===== src/rtl/mem_arb_pkg.sv =====
// Shared state encoding, owner tags and counter sizing for the memory arbiter.
package mem_arb_pkg;

    typedef enum logic [1:0] {
        IDLE,
        ACCESS,
        DONE
    } state_t;

    localparam logic OWN_INST = 1'b0;
    localparam logic OWN_DATA = 1'b1;

    // Bits needed to hold the range 0..maxVal, never fewer than one.
    function automatic int unsigned widthFor(input int unsigned maxVal);
        return (maxVal < 2) ? 1 : $clog2(maxVal + 1);
    endfunction

endpackage


===== src/rtl/mem_arbiter.sv =====
// Serializes instruction-fetch and load/store accesses onto one memory port;
// data wins by default, with a streak limit guarding fetch against starvation.
module mem_arbiter
    import mem_arb_pkg::*;
#(
    parameter int LATENCY    = 2,
    parameter int MAX_STREAK = 4
) (
    input  logic        Clk,
    input  logic        Reset,
    input  logic        InstReq,
    input  logic [31:0] InstAddr,
    output logic        InstReady,
    output logic [31:0] InstData,
    input  logic        DataReq,
    input  logic        DataWrite,
    input  logic [31:0] DataAddr,
    input  logic [31:0] DataWData,
    output logic        DataReady,
    output logic [31:0] DataRData,
    output logic [31:0] MemAddr,
    output logic [31:0] MemWData,
    output logic        MemRead,
    output logic        MemWrite,
    input  logic [31:0] MemRData
);

    localparam int unsigned CW = widthFor(LATENCY - 1);
    localparam int unsigned SW = widthFor(MAX_STREAK);

    state_t        state;
    state_t        stateNext;
    logic [CW-1:0] cnt;
    logic [SW-1:0] streak;
    logic          owner;
    logic          writeQ;
    logic [31:0]   addrQ;
    logic [31:0]   wdataQ;
    logic          grant;
    logic          grantData;
    logic          lastCycle;

    always_comb begin
        stateNext = state;
        grant     = 1'b0;
        grantData = 1'b0;
        lastCycle = (cnt == '0);
        MemRead   = 1'b0;
        MemWrite  = 1'b0;
        InstReady = 1'b0;
        DataReady = 1'b0;
        MemAddr   = addrQ;
        MemWData  = wdataQ;
        unique case (state)
            IDLE: begin
                if (InstReq || DataReq) begin
                    grant     = 1'b1;
                    grantData = DataReq && !(InstReq && (streak == SW'(MAX_STREAK)));
                    stateNext = ACCESS;
                end
            end
            ACCESS: begin
                MemRead = !writeQ;
                // A store whose final cycle coincides with reset must not reach memory.
                MemWrite = lastCycle && writeQ && !Reset;
                if (lastCycle) begin
                    stateNext = DONE;
                end
            end
            DONE: begin
                InstReady = (owner == OWN_INST);
                DataReady = (owner == OWN_DATA);
                stateNext = IDLE;
            end
            default: stateNext = IDLE;
        endcase
    end

    always_ff @(posedge Clk) begin
        if (Reset) begin
            state     <= IDLE;
            cnt       <= '0;
            streak    <= '0;
            owner     <= OWN_INST;
            writeQ    <= 1'b0;
            addrQ     <= '0;
            wdataQ    <= '0;
            InstData  <= '0;
            DataRData <= '0;
        end else begin
            state <= stateNext;
            if (grant) begin
                owner  <= grantData ? OWN_DATA : OWN_INST;
                addrQ  <= grantData ? DataAddr : InstAddr;
                wdataQ <= grantData ? DataWData : '0;
                writeQ <= grantData && DataWrite;
                cnt    <= CW'(LATENCY - 1);
                if (grantData && InstReq) begin
                    if (streak != SW'(MAX_STREAK)) begin
                        streak <= streak + 1'b1;
                    end
                end else begin
                    streak <= '0;
                end
            end
            if (state == ACCESS) begin
                if (!lastCycle) begin
                    cnt <= cnt - 1'b1;
                end else if (!writeQ) begin
                    if (owner == OWN_DATA) begin
                        DataRData <= MemRData;
                    end else begin
                        InstData <= MemRData;
                    end
                end
            end
        end
    end

endmodule


===== config.mk =====
export PLATFORM = sky130hd
export DESIGN_NAME = mem_arbiter
export DESIGN_NICKNAME = d
export VERILOG_FILES = /design/src/rtl/mem_arb_pkg.sv /design/src/rtl/mem_arbiter.sv
export SDC_FILE = /design/constraint.sdc
export NUM_CORES = 1
export LEC_CHECK = 0
export ABC_AREA = 1
export CORE_MARGIN = 5
export CORE_UTILIZATION = 44
export DETAILED_ROUTE_END_ITERATION = 12
export PLACE_DENSITY = 0.95
export SETUP_SLACK_MARGIN = 0.15
export SYNTH_ARGS = -nofsm -noshare
export SYNTH_HDL_FRONTEND = slang
export SYNTH_SLANG_ARGS = --single-unit

===== constraint.sdc =====
create_clock -name Clk -period 4 [get_ports Clk]
set_input_delay 0.4 -clock Clk [delete_from_list [all_inputs] [get_ports Clk]]
set_output_delay 0.4 -clock Clk [all_outputs]
set_load 0.1 [all_outputs]

# Word level (Yosys, flattened, before mapping)
# Index checks and enable logic that the tools add are counted.
word_totals:
  elab_cells: 55
  input_bits: 133
  reg_bits: 136
  output_inout_bits: 132
op_classes:
  reduce_logical: 15
  n_eq_ne: 7
  n_mux: 19
  add_sub_neg: 2
  bitwise_logic: 3
ops:
  columns: ["op", "n"]
  rows:
  - ["2-to-1 mux 32 bit", 2]
  - ["2-to-1 mux 1 bit", 12]
  - ["AND reduction 4 bit", 2]
  - ["logical AND 1 bit", 6]
  - ["2-to-1 mux 3 bit", 2]
  - ["2-to-1 mux 2 bit", 2]
  - ["!= test 2 bit (second input constant)", 2]
  - ["one-hot mux 2 bit (2 select lines)", 1]
  - ["AND reduction 2 bit", 2]
  - ["adder 3 x 1 -> 3 bit (second input constant)", 1]
  - ["equality test 3 bit (second input constant)", 1]
  - ["zero test 1 bit", 3]
  - ["!= test 3 bit (second input constant)", 1]
  - ["inverter 1 bit", 3]
  - ["equality test 2 x 1 -> 1 bit (second input constant)", 1]
  - ["equality test 2 bit (second input constant)", 1]
  - ["zero test 2 bit", 1]
  - ["!= test 2 x 1 -> 1 bit (second input constant)", 1]
  - ["logical OR 1 bit", 1]
  - ["subtractor 1 bit (second input constant)", 1]

# Depth between registers and ports, before layout
# Gate-level depths: netlist of run 1.
logic_depth:
  ltp_word: 9
  ltp_mapped: 9
  depth_no_buf: 8

# Worst setup path after synthesis of run 1
# Ideal clock, no wire load.
synth_timing:
  path_kind: "in2out"
  from: "input port Reset"
  to: "output port MemWrite"
  arrival_ns: 2.847
  setup_slack_ns: 0.753
  stages: 3
  path_cell_list: "clkbuf_1 -> clkbuf_1 -> nor3_1"
synth_via:
  elab_chain_len: 3
synth_lines:
  columns: ["item", "line", "text"]
  rows:
  - ["start: declaration", "mem_arbiter.sv:10", "input logic Reset,"]
  - ["zero test 1 bit", "mem_arbiter.sv:65", "MemWrite = lastCycle && writeQ && !Reset;"]
  - ["logical AND 1 bit", "mem_arbiter.sv:65", null]
  - ["2-to-1 mux 1 bit", "mem_arbiter.sv:54", "unique case (state)"]
  - ["end: declaration", "mem_arbiter.sv:24", "output logic MemWrite,"]
# Every way passes these cells.

# Worst setup path in the final report of run 1
layout_timing:
  from: "register state[0]"
  to: "output port MemWrite"
layout_via:
  elab_chain_len: 2
layout_lines:
  columns: ["item", "line", "text"]
  rows:
  - ["start: declaration", "mem_arbiter.sv:31", "state_t state;"]
  - ["start signal: assignment", "mem_arbiter.sv:91", "state <= stateNext;"]
  - ["equality test 2 x 1 -> 1 bit", "mem_arbiter.sv:54", null]
  - ["2-to-1 mux 1 bit", "mem_arbiter.sv:54", null]
# Every way passes these cells.

==> results of run 1 <==
## critical path, cell delays in order (launching register included)
cell	delay, ns
dfxtp_1	0.43
nand2_2	0.10
nor2_1	0.14
inv_1	0.08
nor3_1	0.19
clkdlybuf4s50_1	1.20
## path summary, 6_finish.rpt
path	startpoint	to	slack [ns]	depth (start not counted)
max	state[0]	MemWrite	1.05	5
min	MemWData[12]	MemWData[12]	0.46	2
max reg2reg	state[0]	MemAddr[2]	1.88	6
min reg2reg	MemWData[12]	MemWData[12]	0.46	2
## through the flow
| step | utilization [%] | cells | hold slack [ns] | instance area [um^2] | setup WS [ns] |
|---|---|---|---|---|---|
| after floorplan | - | 763 | 0.468 | 5530 | 0.753 |
| after global placement | 65.4 | 1146 | 0.451 | 8150 | 1.37 |
| after detailed placement | 65.4 | 1146 | 0.454 | 8150 | 1.31 |
| after CTS | 70.4 | 1177 | 0.463 | 8780 | 1.01 |
| after global routing | 70.4 | 1177 | 0.483 | 8780 | 0.872 |
| final | 70.4 | 1177 | 0.463 | 8780 | 1.05 |
## layout make-up
class                   count  area, um^2
fillers                   975        3690
repair buffers            272        2690
clock inverters            11         171
well taps                 172         215
clock buffers              20         457
multi-input cells         519        2340
inverters                  47         176
flip-flops and latches    136        2720
## power by group through the flow
stage	Combinational (uW)	Sequential (uW)	Clock, uW
6_report	1640	1540	1660
5_1_grt	1710	1560	1750
4_1_cts	1640	1540	1690
3_5_place_dp	1630	1570	0
3_3_place_gp	1620	1570	0
2_1_floorplan	383	2380	0
## flip-flops by register name, indices dropped and copies added (netlist names)
register and flops:
DataRData 32, InstData 32, MemAddr 32, MemWData 32, cnt 1, owner 1, state 2, streak 3
writeQ 1
## logic make-up (layout without fill, tap and decap cells)
kind of cell    after synthesis  after routing  share of synthesized area, %
buf+inv                     108            350                          8.40
flops                       136            136                          49.3
fa+ha+maj                     2              2                         0.453
simple gates                415            415                          32.4
compound gates              100            100                          9.15
xor+xnor                      2              2                         0.317
## cell usage in the layout, fill, tap and decap left out, types with 3 or more instances in the layout
master	count
inv_1	44
buf_4	8
nand3_1	34
bufinv_16	4
nand2_1	104
dfxtp_1	136
o21ai_0	64
a21oi_1	34
clkdlybuf4s50_1	262
clkbuf_16	17
nor3_1	3
nand4_1	66
nor2_1	203
inv_2	3
## layer usage
| layer | track usage [%] | vias up | wire, um |
|---|---|---|---|
| met5 | 0 | - | 0 |
| met4 | 12.2 | 0 | 605 |
| met3 | 9.29 | 44 | 2070 |
| met2 | 42.9 | 291 | 9220 |
| met1 | 26.1 | 2782 | 7060 |
| li1 | - | 2941 | - |
==> impl_metrics.tcl, run 1 <==
set metrics [dict create \
    post_synth.cell_area_avg_um2 7.24 \
    setup.worst_path.end_class "output port" \
    yosysWarnings 0 \
    worstPathArrival_ns 2.55 \
    setup_viol 0 \
    postSynthRegisterBits 136 \
    grt_antenna_before_repair 0 \
    n_antenna_cell 0 \
    grt_max_degree 71 \
    area.growth.synth_to_final_pct 58.9 \
    cap_violations 0 \
    detail_route.wl_per_cell_um 16.1 \
    globalRouteOverflowTotal 0 \
    drcViolationCount 0 \
    grt_pass1_wl_mm 28.8 \
    final_period_minus_worst_setup_slack_ns 2.95 \
    gpl.final_weighted_congestion 0.790 \
    synth_cell_type_count 22 \
    status "finished clean" \
    first_global_vias 5826 \
    postSynthCellCount 763 \
    seq_power_share_pct 31.9 \
    nNetsFinal 1128 \
    layout-drive-gt1-share_pct 4.78 \
    pwr-share-clk_pct 34.3 \
    critical_path.startpoint_type "flip-flop" \
    synth-edff-count 0 \
    place_hpwl_mm 13.1 \
    grt_setup_unrepaired "no" \
    ys.flop_type "dfxtp_1" \
    cts_hold_buffers 0 \
    report.power.total_uw 4840 \
    maxClockFrequency_ghz 0.339 \
    die_width_um 122 \
    internal_power_component_uw 2980 \
    post_cts_repair_setup_buffers 0 \
    syn_area_um2 5530 \
    cts_inserted_buffers 17 \
    synth_fp_nets 898 \
    slew-limit-headroom_pct 27.1 \
    synthArstFlopShare_pct 0 \
    report.final.hold_viol_count 0 \
    timing_worst_slew_pin_value_ns 1.09 \
    cts_num_sinks 136 \
    ir_drop_mv 0.332 \
    floorplan.die.height_um 122 \
    row_count 41 \
    cts_tree "built" \
    power.static_leakage_uw 0.00357 \
    grt_usage_pct 24.6 \
    port_buffers 264 \
    timing.critical_path.fanout_max 4 \
    ios 265 \
    num_vias 6058 \
    antenna_left 0 \
    synth.area.top_cells "dfxtp_1 (49%), nor2_1 (14%), nand4_1 (7.5%)" \
    clkLatencyLatePin_ns 0.41 \
    coreArea_um2 12500 \
    die_area_um2 14900 \
    firstDrtPassIters 7 \
    crit_required_ns 3.60 \
    cts_htree_levels 4 \
    final_min_period_over_clock_period_pct 73.8 \
    netSwitchingPower_uw 1860 \
    route.detailed.vias_per_inst 5.15 \
    clock-root-buffer "clkbuf_16" \
    path_class "reg -> out" \
    synth_top_area_cell "dfxtp_1" \
    sw_frac_of_total_pct 38.5 \
    comb_power_share_pct 33.8 \
    synth-seq-area-share_pct 49.3 \
    setup-tns-final_ns 0 \
    power_density_nw_per_um2 552 \
    worst_clock_skew_ns 0.00660 \
    cts_repair_resize_count 0 \
    synth_largest_type_area_fraction_pct 49.3 \
    synth_top_cells_by_count "nor2_1 (203), dfxtp_1 (136), nand2_1 (104), nand4_1 (66), o21ai_0 (64)" \
    cts-root-to-sink-buffers 2 \
    timing.final.max_slew_violations 0 \
    yosysMostFrequentCell "nor2_1" \
    drt_iter0_markers 391 \
    drt-total-wl_mm 19.0 \
    min-delay-path-class "reg -> reg" \
    clkSlewWorstSetupHoldPaths_ns 0.06 \
    initial_core_util_pct 44.3 \
]
Note: power is estimated with default switching activity, not from simulation.
==> run 2, diff against run 1 <==
Settings changed: CORE_UTILIZATION 44 to 41, PLACE_DENSITY 0.95 to 0.91.
Clock period 4 ns to 2.82 ns, I/O delays scaled along.
==> impl_metrics.tcl, run 2 (same netlist as run 1, synthesis figures left out) <==
set metrics [dict create \
    sw_frac_of_total_pct 38.1 \
    detail_route.wl_per_cell_um 15.4 \
    cap_violations 0 \
    grt_pass1_wl_mm 28.2 \
    path_class "reg -> reg" \
    crit_required_ns 3.13 \
    ir_drop_mv 0.381 \
    initial_core_util_pct 41.7 \
    pwr-share-clk_pct 35.4 \
    cts_repair_resize_count 0 \
    first_global_vias 5564 \
    layout.filler_cells 1156 \
    power.static_leakage_uw 0.00383 \
    status "finished clean" \
    row_count 42 \
    setup-tns-final_ns 0 \
    comb_power_share_pct 32.9 \
    drt_iter0_markers 431 \
    drt-total-wl_mm 18.2 \
    ios 265 \
    worst_clock_skew_ns 0.00947 \
    antenna_left 0 \
    clock-root-buffer "clkbuf_16" \
    grt_antenna_before_repair 0 \
    coreArea_um2 13200 \
    clkSlewWorstSetupHoldPaths_ns 0.06 \
    min-delay-path-class "in -> reg" \
    grt_setup_unrepaired "no" \
    power_density_nw_per_um2 811 \
    timing_worst_slew_pin_value_ns 0.727 \
    cts-root-to-sink-buffers 2 \
    route.detailed.vias_per_inst 5.01 \
    min_path_cells 2 \
    num_vias 5929 \
    setup_viol 0 \
    hold_end "state[1]" \
    timing.critical_path.fanout_max 29 \
    die_width_um 126 \
    netSwitchingPower_uw 2630 \
    area.growth.synth_to_final_pct 54.0 \
    reg_to_reg_slack_setup_ns 0.91 \
    r2r_end "MemAddr[3]" \
    critical_path.reg2reg.startpoint "state[0]" \
    gpl.final_weighted_congestion 0.839 \
    cts_tree "built" \
    reg2regPathDepth 7 \
    grt_max_degree 67 \
    cts_inserted_buffers 17 \
    n_antenna_cell 0 \
    layout-drive-gt1-share_pct 18.2 \
    final_period_minus_worst_setup_slack_ns 1.91 \
    critical_path.startpoint_type "flip-flop" \
    post_cts_repair_setup_buffers 0 \
    worstSetupStartpoint "state[0]" \
    report.final.hold_viol_count 0 \
    setup.worst_path.end_class "flip-flop" \
    port_buffers 264 \
    internal_power_component_uw 4280 \
    globalRouteOverflowTotal 0 \
    drcViolationCount 0 \
    seq_power_share_pct 31.8 \
    final_min_period_over_clock_period_pct 67.9 \
    worstPathArrival_ns 2.22 \
    stdcell_count 1184 \
    slew-limit-headroom_pct 51.6 \
    cts_hold_buffers 0 \
    fin_util_pct 64.3 \
    floorplan.die.height_um 126 \
    nNetsFinal 1130 \
    firstDrtPassIters 5 \
    timing.final.max_slew_violations 0 \
    grt_usage_pct 21.8 \
    place_hpwl_mm 12.8 \
    place_inst 1152 \
    maxClockFrequency_ghz 0.522 \
    cts_num_sinks 136 \
    layout.cells.most_common "nor2_1" \
    die_area_um2 15900 \
    cts_htree_levels 4 \
    commonest_cells_after_routing_fill_and_taps_aside "nor2_1 (203), buf_4 (141), dfxtp_1 (136)" \
    hold_start "Reset" \
    clkLatencyLatePin_ns 0.41 \
]
[run 2: cell types whose count changed in the layout (fill, tap and decap cells not counted), sizes merged]
| cell | before | now |
|---|---|---|
| inv | 48 | 49 |
| clkbuf | 20 | 21 |
| bufinv | 4 | 5 |
| clkdlybuf4s50 | 262 | 130 |
| clkinv | 4 | 2 |
| buf | 10 | 144 |
[run 2: per-stage QoR]
step	cell area [um^2]	setup slack (ns)	hold slack (ns)	total power [uW]
5_1_grt	8510	0.779	0.275	7160
3_3_place_gp	7860	0.937	0.453	4470
6_report	8510	0.905	0.257	6900
3_5_place_dp	7860	0.878	0.455	4500
4_1_cts	8510	0.902	0.254	6950
2_1_floorplan	5530	0.0705	0.448	3920
[run 2: how the worst max path moves through the flow]
stage                  end  slack (ns)  depth (start not counted)
5_1_grt         MemAddr[3]        0.78                          7
2_1_floorplan    DataReady        0.07                          2
3_3_place_gp   MemAddr[18]        0.94                          9
3_5_place_dp   MemAddr[11]        0.88                         10
4_1_cts         MemAddr[3]        0.90                          7
6_report        MemAddr[3]        0.91                          7
[run 2: critical path, cell delays in order (launching register included)]
cell	delay, ns
dfxtp_1	0.36
nor2_4	0.44
nand3_1	0.34
buf_4	0.34
nand2_1	0.10
nand3_1	0.09
nand2_1	0.09
inv_1	0.05
[run 2: metal layers]
layer / routed length, um / GRT usage, % / vias to the layer above
met1: 7030 / 25.3 / 2659
met5: 0 / 0 / -
met4: 310 / 8.01 / 0
met2: 8820 / 36.9 / 296
li1: - / - / 2948
met3: 2060 / 8.09 / 26
[run 2: power groups by stage]
stage | clock [uW] | sequential, uW | combinational, uW
after floorplan | 0 | 3370 | 544
after global placement | 0 | 2230 | 2250
after detailed placement | 0 | 2230 | 2270
after CTS | 2480 | 2190 | 2280
after global routing | 2560 | 2210 | 2390
final | 2440 | 2190 | 2270
[run 2: area by class of cell]
cell class | instances | area [um^2] | area share, %
multi-input combinational | 519 | 2350 | 27.6
tap | 176 | 220 | 2.59
clock buffer | 21 | 460 | 5.41
sequential | 136 | 2720 | 32.0
inverter | 47 | 176 | 2.07
timing repair buffer | 274 | 2390 | 28.1
clock inverter | 11 | 193 | 2.26
==> run 3, diff against run 2 <==
Clock period 2.82 ns to 1.8 ns, I/O delays scaled along.
==> impl_metrics.tcl, run 3 (same netlist as run 1, synthesis figures left out) <==
set metrics [dict create \
    area.growth.synth_to_final_pct 58.6 \
    clkLatencyLatePin_ns 0.41 \
    post_dp_cell_area_um2 8080 \
    commonest_cells_after_routing_fill_and_taps_aside "nor2_1 (202), buf_4 (150), dfxtp_1 (134)" \
    worst-path-stages 5 \
    floorplan.die.height_um 126 \
    grt_antenna_before_repair 0 \
    critical_path_endpoint "MemRead" \
    cap_violations 0 \
    r2r_end "DataRData[4]" \
    critical-path-slowest-cell "dfxtp_2" \
    worst_clock_skew_ns 0.00774 \
    coreArea_um2 13200 \
    hold_slack_ns 0.135 \
    place_inst 1164 \
    detail_route.wl_per_cell_um 14.8 \
    ir_drop_mv 0.625 \
    grt_setup_unrepaired "yes" \
    critPathBufInv 3 \
    report.final.hold_viol_count 0 \
    cts_num_sinks 136 \
    grt_usage_pct 22.1 \
    final_period_minus_worst_setup_slack_ns 1.58 \
    globalRouteOverflowTotal 0 \
    drt-total-wl_mm 17.8 \
    stdcell_count 1202 \
    cts-root-to-sink-buffers 2 \
    grt_max_degree 65 \
    min-delay-path-class "in -> reg" \
    nNetsFinal 1148 \
    n_antenna_cell 0 \
    setup.worst_path.end_class "output port" \
    clock-root-buffer "clkbuf_16" \
    first_global_vias 5768 \
    firstDrtPassIters 5 \
    grt_pass1_wl_mm 28.8 \
    cts_tree "built" \
    cpPeakStageDelay_ns 0.32 \
    status "finished clean" \
    report.power.total_uw 10600 \
    critical_path.startpoint_type "flip-flop" \
    setup_viol 0 \
    cts_inserted_buffers 17 \
    slew-limit-headroom_pct 69.8 \
    die_area_um2 15900 \
    timing.critical_path.fanout_max 2 \
    power_density_nw_per_um2 1210 \
    cts_htree_levels 4 \
    design_area_um2 8760 \
    place_hpwl_mm 12.8 \
    critical_path.reg2reg.startpoint "state[1]" \
    maxClockFrequency_ghz 0.633 \
    drt_iter0_markers 436 \
    port_buffers 264 \
    row_count 42 \
    gpl.final_weighted_congestion 0.852 \
    antenna_left 0 \
    power.static_leakage_uw 0.00395 \
    worstSetupStartpoint "state[1]" \
    reg2regPathDepth 9 \
    num_vias 6007 \
    path_class "reg -> out" \
    layout.cells.most_common "nor2_1" \
    die_width_um 126 \
    initial_core_util_pct 41.7 \
    timing.final.max_slew_violations 0 \
    timing_worst_slew_pin_value_ns 0.453 \
    setup-tns-final_ns 0 \
    layout-drive-gt1-share_pct 20.6 \
    ios 265 \
    drcViolationCount 0 \
    clkSlewWorstSetupHoldPaths_ns 0.06 \
    final_min_period_over_clock_period_pct 87.8 \
    crit_path_leading_delay_family "buffers and inverters" \
    route.detailed.vias_per_inst 5.00 \
    crit_path_cell_trace "inv_2 > nand2_4 > buf_4 > nor2_4 > buf_12" \
    reg_to_reg_slack_setup_ns 0.26 \
    worstPathArrival_ns 1.40 \
    crit_required_ns 1.62 \
]
==> run 3: worst reg2reg max path: stages (launching register included) <==
cell,delay [ns]
dfxtp_2,0.32
inv_2,0.07
nand2_4,0.06
nor2_4,0.12
buf_4,0.11
buf_4,0.09
nand2_1,0.11
buf_4,0.24
o21ai_0,0.23
nor2_1,0.07
==> run 3: what timing repair did <==
action,in CTS,in global routing
hold buffers,0,0
pin swaps,3,2
setup endpoints to repair,1,9
gates resized for setup,6,4
buffers inserted,6,0
==> run 3: final cells by class <==
type | count | area (um^2)
Clock inverter | 14 | 171
Clock buffer | 18 | 439
Tap cell | 176 | 220
Multi-Input combinational cell | 519 | 2400
Timing Repair Buffer | 292 | 2630
Fill cell | 1134 | 4480
Sequential cell | 136 | 2730
Inverter | 47 | 176
==> run 3: stage by stage <==
step                util [%]  worst slack, ns
global placement        61.0            0.240
global route            66.2            0.150
detailed placement      61.0            0.173
CTS                     66.1            0.170
finish                  66.2            0.220
floorplan                  -         -0.00926
==> run 3: per-layer routing <==
metal	vias up	track usage (%)	routed length [um]
li1	2989	-	-
met1	2709	25.4	6940
met2	266	37.7	8620
met3	43	6.82	1610
met4	0	9.84	577
met5	-	0	0
==> run 3: how the worst min path moves through the flow <==
| stage | startpoint | endpoint | slack, ns | depth (start not counted) |
|---|---|---|---|---|
| after global placement | MemWData[6] | MemWData[6] | 0.45 | 2 |
| after global routing | Reset | MemWData[8] | 0.14 | 2 |
| after floorplan | MemRData[0] | InstData[0] | 0.33 | 2 |
| final | Reset | state[1] | 0.13 | 2 |
| after CTS | Reset | state[1] | 0.13 | 2 |
| after detailed placement | MemWData[28] | MemWData[28] | 0.46 | 2 |
==> run 3: where the power goes <==
group          internal, uW  switching, uW
sequential             3280            158
clock                  2220           1310
combinational           963           2710
total                  6470           4170
